**config.mk**
```make
export PLATFORM = sky130hd
export DESIGN_NAME = aes_out_serializer
export DESIGN_NICKNAME = d
export VERILOG_FILES = /design/src/rtl/aes_out_serializer.sv
export SDC_FILE = /design/constraint.sdc
export NUM_CORES = 1
export LEC_CHECK = 0
export ABC_AREA = 1
export ABC_CLOCK_PERIOD_IN_PS = 71100
export CAP_MARGIN = 40
export CORE_UTILIZATION = 55
export CTS_BUF_LIST = sky130_fd_sc_hd__clkbuf_4 sky130_fd_sc_hd__clkbuf_8
export DETAILED_ROUTE_END_ITERATION = 16
export GPL_ROUTABILITY_DRIVEN = 0
export PLACE_DENSITY = 0.82
export SKIP_CTS_REPAIR_TIMING = 1
export SLEW_MARGIN = 20
export SYNTH_ARGS = -nofsm -noshare
export SYNTH_HDL_FRONTEND = slang
export SYNTH_SLANG_ARGS = --single-unit
export TNS_END_PERCENT = 50
```
**constraint.sdc**
```tcl
create_clock -name clk -period 71.1 [get_ports clk]
set_clock_uncertainty 0.1 [all_clocks]
set_input_delay 14.22 -clock clk [delete_from_list [all_inputs] [get_ports clk]]
set_output_delay 14.22 -clock clk [all_outputs]
set_load 0.1 [all_outputs]
```
**src/rtl/aes_out_serializer.sv**
```systemverilog
// ---------------------------------------------------------------------------
// aes_out_serializer
//
// Purpose:
//   Sits downstream of aes_cipher_512. It captures each 512-bit ciphertext
//   block from a one-cycle strobe and stores it in a small block FIFO. Each
//   block is then sent out as four 128-bit beats on a valid/ready stream,
//   MSB lane first. The cipher cannot be stalled, so a block that arrives
//   while the buffer is full is dropped and flagged.
//
// Parameters:
//   DEPTH  number of 512-bit entries buffered (power of 2, >= 2)
//   LVL_W  width of fifo_level; must hold 0..DEPTH
//
// Ports:
//   clk         in   1      rising-edge clock
//   rst         in   1      asynchronous active-low reset
//   in_valid    in   1      block strobe from the cipher
//   in_data     in   512    block data, sampled when in_valid=1
//   out_data    out  128    current beat (0 when out_valid=0)
//   out_valid   out  1      beat available
//   out_ready   in   1      consumer accepts the beat
//   out_last    out  1      final (4th) beat of a block
//   fifo_level  out  LVL_W  blocks held (whole or partially sent)
//   ovf         out  1      sticky drop flag
//   ovf_clr     in   1      synchronous clear of ovf (and drop_cnt)
//   drop_cnt    out  16     saturating dropped-block count
//                           (present only with AES_SER_DROP_CNT_EN)
//
// Configuration macro:
//   AES_SER_DROP_CNT_EN  adds the drop_cnt port and its counter
//
// Handshake: a beat transfers on any rising edge where out_valid and
//   out_ready are both 1. While out_valid=1 and out_ready=0, out_data and
//   out_last hold their values. The input side has no ready; in_valid is a
//   pure strobe and a block that cannot be stored is dropped.
// ---------------------------------------------------------------------------
module aes_out_serializer #(
    parameter int DEPTH = 2,
    parameter int LVL_W = 2
) (
    input  logic             clk,
    input  logic             rst,
    input  logic             in_valid,
    input  logic [511:0]     in_data,
    output logic [127:0]     out_data,
    output logic             out_valid,
    input  logic             out_ready,
    output logic             out_last,
    output logic [LVL_W-1:0] fifo_level,
    output logic             ovf,
    input  logic             ovf_clr
`ifdef AES_SER_DROP_CNT_EN
    ,
    output logic [15:0]      drop_cnt
`endif
);

    localparam int PTR_W = (DEPTH > 1) ? $clog2(DEPTH) : 1;

    logic [511:0]     mem [DEPTH];
    logic [PTR_W-1:0] wr_ptr;
    logic [PTR_W-1:0] rd_ptr;
    logic [1:0]       beat;
    logic [LVL_W-1:0] level;

    logic             full;
    logic             xfer;
    logic             pop_final;
    logic             accept;
    logic             drop;
    logic [511:0]     cur;

    assign full      = (level == LVL_W'(DEPTH));
    assign out_valid = (level != '0);
    assign xfer      = out_valid & out_ready;
    assign pop_final = xfer & (beat == 2'd3);
    // When full, a write can still be stored if the slot being read is freed
    // in this same cycle. With wr_ptr == rd_ptr the entry is overwritten at
    // the edge that retires it.
    assign accept    = in_valid & (~full | pop_final);
    assign drop      = in_valid & ~accept;

    assign fifo_level = level;
    assign out_last   = out_valid & (beat == 2'd3);

    // Pick the lane for the current beat, MSB lane first. The output is
    // forced to 0 when idle so stale storage never shows on the bus.
    always_comb begin
        cur      = mem[rd_ptr];
        out_data = '0;
        if (out_valid) begin
            case (beat)
                2'd0:    out_data = cur[511:384];
                2'd1:    out_data = cur[383:256];
                2'd2:    out_data = cur[255:128];
                default: out_data = cur[127:0];
            endcase
        end
    end

    // Storage has no reset; its contents are don't-care until written.
    always_ff @(posedge clk) begin
        if (accept) begin
            mem[wr_ptr] <= in_data;
        end
    end

    always_ff @(posedge clk or negedge rst) begin
        if (!rst) begin
            wr_ptr <= '0;
            rd_ptr <= '0;
            beat   <= '0;
            level  <= '0;
        end else begin
            if (accept) begin
                wr_ptr <= wr_ptr + PTR_W'(1);
            end
            if (xfer) begin
                beat <= beat + 2'd1;   // wraps 3 -> 0 on the final beat
            end
            if (pop_final) begin
                rd_ptr <= rd_ptr + PTR_W'(1);
            end
            case ({accept, pop_final})
                2'b10:   level <= level + LVL_W'(1);
                2'b01:   level <= level - LVL_W'(1);
                default: level <= level;
            endcase
        end
    end

    // A drop in the same cycle as a clear wins, so the event is not lost.
    always_ff @(posedge clk or negedge rst) begin
        if (!rst) begin
            ovf <= 1'b0;
        end else if (drop) begin
            ovf <= 1'b1;
        end else if (ovf_clr) begin
            ovf <= 1'b0;
        end
    end

`ifdef AES_SER_DROP_CNT_EN
    always_ff @(posedge clk or negedge rst) begin
        if (!rst) begin
            drop_cnt <= '0;
        end else if (drop) begin
            if (ovf_clr) begin
                drop_cnt <= 16'd1;
            end else if (drop_cnt != 16'hFFFF) begin
                drop_cnt <= drop_cnt + 16'd1;
            end
        end else if (ovf_clr) begin
            drop_cnt <= '0;
        end
    end
`endif

endmodule

```
# Word-level counts from Yosys, hierarchy flattened
# Memory sizes are Yosys's and may differ from the RTL's.
# Index checks and enable logic that the tools add are counted.
# Widths: inputs -> output; s select.
# totals
regBits,7
mem_bits_rw,1024
inputBits,517
output_inout_bits,133
word_cells,36
mem_count,1
# mem_list
memory,words,width,rd,rd_clocked_by_memory_dff,write_ports,line,source
mem,2,512,1,0,1,61,logic [511:0] mem [DEPTH];
# op_classes
add_sub_neg,5
n_eq_ne,6
mux,7
n_bitwise,8
n_reduce_logical,4
# ops
operator,n
$pmux 128 s3,1
$mux 128,1
$eq 2x2->1 const B,4
$reduce_bool 2->1,3
$and 1x1->1,5
$add 2x1->2 const B,2
$eq 2x1->1 const B,2
$mux 1,4
$pmux 2 s2,1
$add 1x1->1 const B,2
$logic_not 2->1,1
$not 1->1,2
$sub 2x1->2 const B,1
$or 1x1->1,1

# Longest topological paths before layout
# depth
word_depth,8
ltp_mapped,8
mapped_depth_nobuf,8

# Worst setup path before layout
# OpenSTA, ideal clock, no wires.
# synth_timing
path_type,input-to-reg
start,input out_ready
end,memory mem[1][0] (enable)
setup_time_ps,1398
t_arrival_ps,35749
required_time_ps,69602
path_slack_ps,33853
path_stages,4
path_buffers,0
path_cell_list,nand3_1 > nand3_1 > nand2_1 > nor2_1
# synth_via
elab_chain_cells,6
# synth_rtl
element,line,source
from (decl),48,"input logic out_ready,"
$and 1x1->1,76,assign xfer = out_valid & out_ready;
$and 1x1->1,77,assign pop_final = xfer & (beat == 2'd3);
$or 1x1->1,81,assign accept = in_valid & (~full | pop_final);
$and 1x1->1,81,
$mux 1,104,if (accept) begin
$mux 1 (not written as such),105,mem[wr_ptr] <= in_data;
to (decl),61,
# Every way passes these cells.

# Worst setup path in the final report
# layout_timing
start,register beat[0]
end,output out_data[126]
# layout_via
elab_chain_cells,3
elab_cells_between_ends,5
classes_between,eq/ne: 2; mux: 2; reduce/logical: 1
# layout_rtl
element,line,source
from (decl),64,logic [1:0] beat;
from (signal assigned),120,beat <= beat + 2'd1;
$eq 2x2->1 (tied with other cells),93,case (beat)
$pmux 128 s3 (*),93,
$mux 128 (*),92,if (out_valid) begin
to (decl),46,"output logic [127:0] out_data,"
# Every way passes the cells marked *; elsewhere a longest branch is shown, timed or not.

==> results.md <==
* WL/cell at 23.67 µm
* H-tree levels at 4
* WP buf/inv at 6
* Status: finished, final reports clean
* Setup Viol. Count Final at 0
* Largest net degree at the start of global routing at 177
* Nets@finish at 4379
* Worst EP arrival at 4.81 ns
* Reg2Reg Depth at 10
* RR Endpoint: mem[0][183]
* Post-synthesis cell area at 39940 µm²
* I/O pin count at 650
* CP endpoint kind: output pin
* Data required, critical path at 56.78 ns
* Syn_area_per_cell at 13.09 µm²
* First-pass iteration count of the detailed router at 5
* Clock-pin slew on the worst setup and hold paths at 0.06 ns
* Syn nets at 3572
* Die Y at 271.5 µm
* Max incr delay on CP at 0.65 ns
* Skew-Pair Late Insertion Delay at 0.77 ns
* Delay-heaviest family, CP: buffers and inverters
* Sequential share of the synthesized area at 77.43%
* CTS buffer count at 160
* Yosys reg bits at 1031
* Synth Instances at 3050
* HP Start: wr_ptr
* Clk sink count at 1031
* Min cycle time layout at 19.13 ns
* Port Buffers at 649
* Slowest cell on the critical path: clkdlybuf4s50_1
* Initial DRC Count at 3542
* Hold Vio Cnt, Final at 0
* Core outline area at 71610 µm²
* WL final at 118100 µm
* Worst Path Max Fanout at 65
* Number of synthesis warnings at 0
* RSZ-0062 raised after global routing: false
* Vias in the first global route at 29320
* Hold Path Depth at 2
* Post-synth EDFFs at 1024
* Dpl hpwl at 72760 µm
* Worst path depth at 11
* Hold Path Class: reg2reg
* Antenna violations before repair at 81
* Reg2Reg Setup Slack at 66.70 ns
* Max-slew headroom at 24.41%
* Gr usage total at 30.88%
* Hold endpoint: wr_ptr
* DR vias/cell at 5.839
* Worst-Margin Slew at 1.134 ns
* Num rows at 98
* Filler Cells Inserted at 3980
* Root Driver: clkbuf_8
* Reg2Reg Launch Point: fifo_level[1]
* Starting Density at 55.77%
* First-pass GRT wire length at 169900 µm
* Maximum clock frequency at 52.27 MHz
* Critical path startpoint category: flop
* Post-route ant nets at 0
* Die area at 73700 µm²
* Sum Neg Setup Slack at 0 ns
* Grt ovf at 0
* Area grow syn2layout at 33.48%
* Final Max Tran Viols at 0
* Max Cap Violations at 0
* Max clock buf depth at 3
* Crit-path cells: inv_1 > ha_4 > buf_4 > buf_16 > buf_4 > a21oi_1 > nand3_1 > nand2_1 > a21oi_1 > clkdlybuf4s50_1 > buf_16
* CTS tree: built
* CP Class: reg2out
* Period utilization at 26.91%
* Synth async-reset ratio at 0.6790%
* Top FF cell, synth: edfxtp_1
* Via Count at 29135
* DRC viols at 0
* Synth unique cells at 20
* Fraction of layout cells with a size suffix above 1 at 10.93%
* Die X-Extent at 271.5 µm
==> layout by cell type (no fill, tap or decap), types with 2 or more instances in the layout <==
cell type / instances
nand3_1: 390
buf_16: 79
inv_6: 6
inv_12: 4
diode_2: 70
a21oi_1: 385
nand2_1: 1038
inv_1: 6
buf_4: 23
inv_8: 2
clkdlybuf4s50_1: 648
clkbuf_8: 161
clkinv_2: 18
edfxtp_1: 1024
buf_8: 71
xor2_1: 2
dfrtp_1: 6
clkinv_1: 32
ha_4: 4
clkbuf_4: 50
buf_12: 7
clkinvlp_4: 2
==> cells in the mapped netlist (2+ instances only) <==
master    number  share of area (%)
buf_2        120                1.5
xor2_1         2              0.044
buf_6         25               0.70
buf_1          6              0.056
edfxtp_1    1024                 77
nand2_1     1038                9.8
nand3_1      390                4.9
buf_4         16               0.30
dfrtp_1        7               0.44
ha_1           5               0.16
nor2_1         2              0.019
a21oi_1      385                4.8
inv_1          8              0.075
clkbuf_1      16               0.15
==> cells by family (layout without fill, tap and decap cells) <==
family,Yosys count,after routing,share of synthesized area (%)
xor gates and xnor gates,2,2,0.04387
adders and majority gates,5,5,0.1566
buffers and inverters,193,1113,2.816
DFF,1031,1031,77.43
other,0,70,0
and+or+nand+nor,1432,1432,14.69
AOI/OAI and AO/OA,387,387,4.859
==> state kept, by name (all words and copies together), names as in the netlist <==
signal,flops
wr_ptr,1
ovf,1
mem,1024
rd_ptr,1
fifo_level,2
beat,2
==> final cells by class <==
cell class / count / area (µm²) / share of cell area (%)
Antenna cell: 70 / 175.2 / 0.3286
Multi-Input combinational cell: 1826 / 7951 / 14.92
Inverter: 10 / 55.05 / 0.1033
Timing Repair Buffer: 828 / 10040 / 18.83
Tap cell: 950 / 1189 / 2.230
Clock buffer: 211 / 2591 / 4.861
Sequential cell: 1031 / 30930 / 58.01
Clock inverter: 64 / 381.6 / 0.7158
==> worst max-delay path by stage <==
stage | start | to
3_3_place_gp | beat[0] | out_data[63]
3_5_place_dp | beat[0] | out_data[126]
2_1_floorplan | out_ready | mem[1][0]
5_1_grt | beat[0] | out_data[126]
6_report | beat[0] | out_data[126]
4_1_cts | beat[0] | out_data[126]
==> worst reg2reg max path, cell delays in order (launching register included) <==
cell	delay, ns
dfrtp_1	0.50
inv_1	0.14
nand2_4	0.28
nand3_1	0.22
nand3_1	0.17
nand3_1	0.21
inv_8	0.38
buf_16	0.44
buf_4	0.49
buf_16	0.33
buf_4	0.73
==> layer usage <==
layer | up-vias | global-route usage (%) | share of wire [%]
met5 | - | 0 | 0.15
met4 | 26 | 22.29 | 6.6
met3 | 450 | 8.085 | 9.2
met2 | 1920 | 51.38 | 51
met1 | 14100 | 34.53 | 33
li1 | 12639 | - | -
==> through the flow <==
stage	hold WS [ns]	setup slack (ns)	std cells	util [%]	instance area, µm²
finish	0.3792	51.97	4990	74.45	53310
CTS	0.3782	51.64	4916	74.06	53030
global placement	0.3541	52.33	4491	65.41	46840
detailed placement	0.3651	52.55	4641	69.91	50060
global route	0.3950	51.73	4987	74.44	53300
floorplan	0.3419	33.85	3050	-	39940
Power is left out: the tool's default activity adds up to more than one toggle a clock period on the data nets, which glitch-free logic cannot reach.
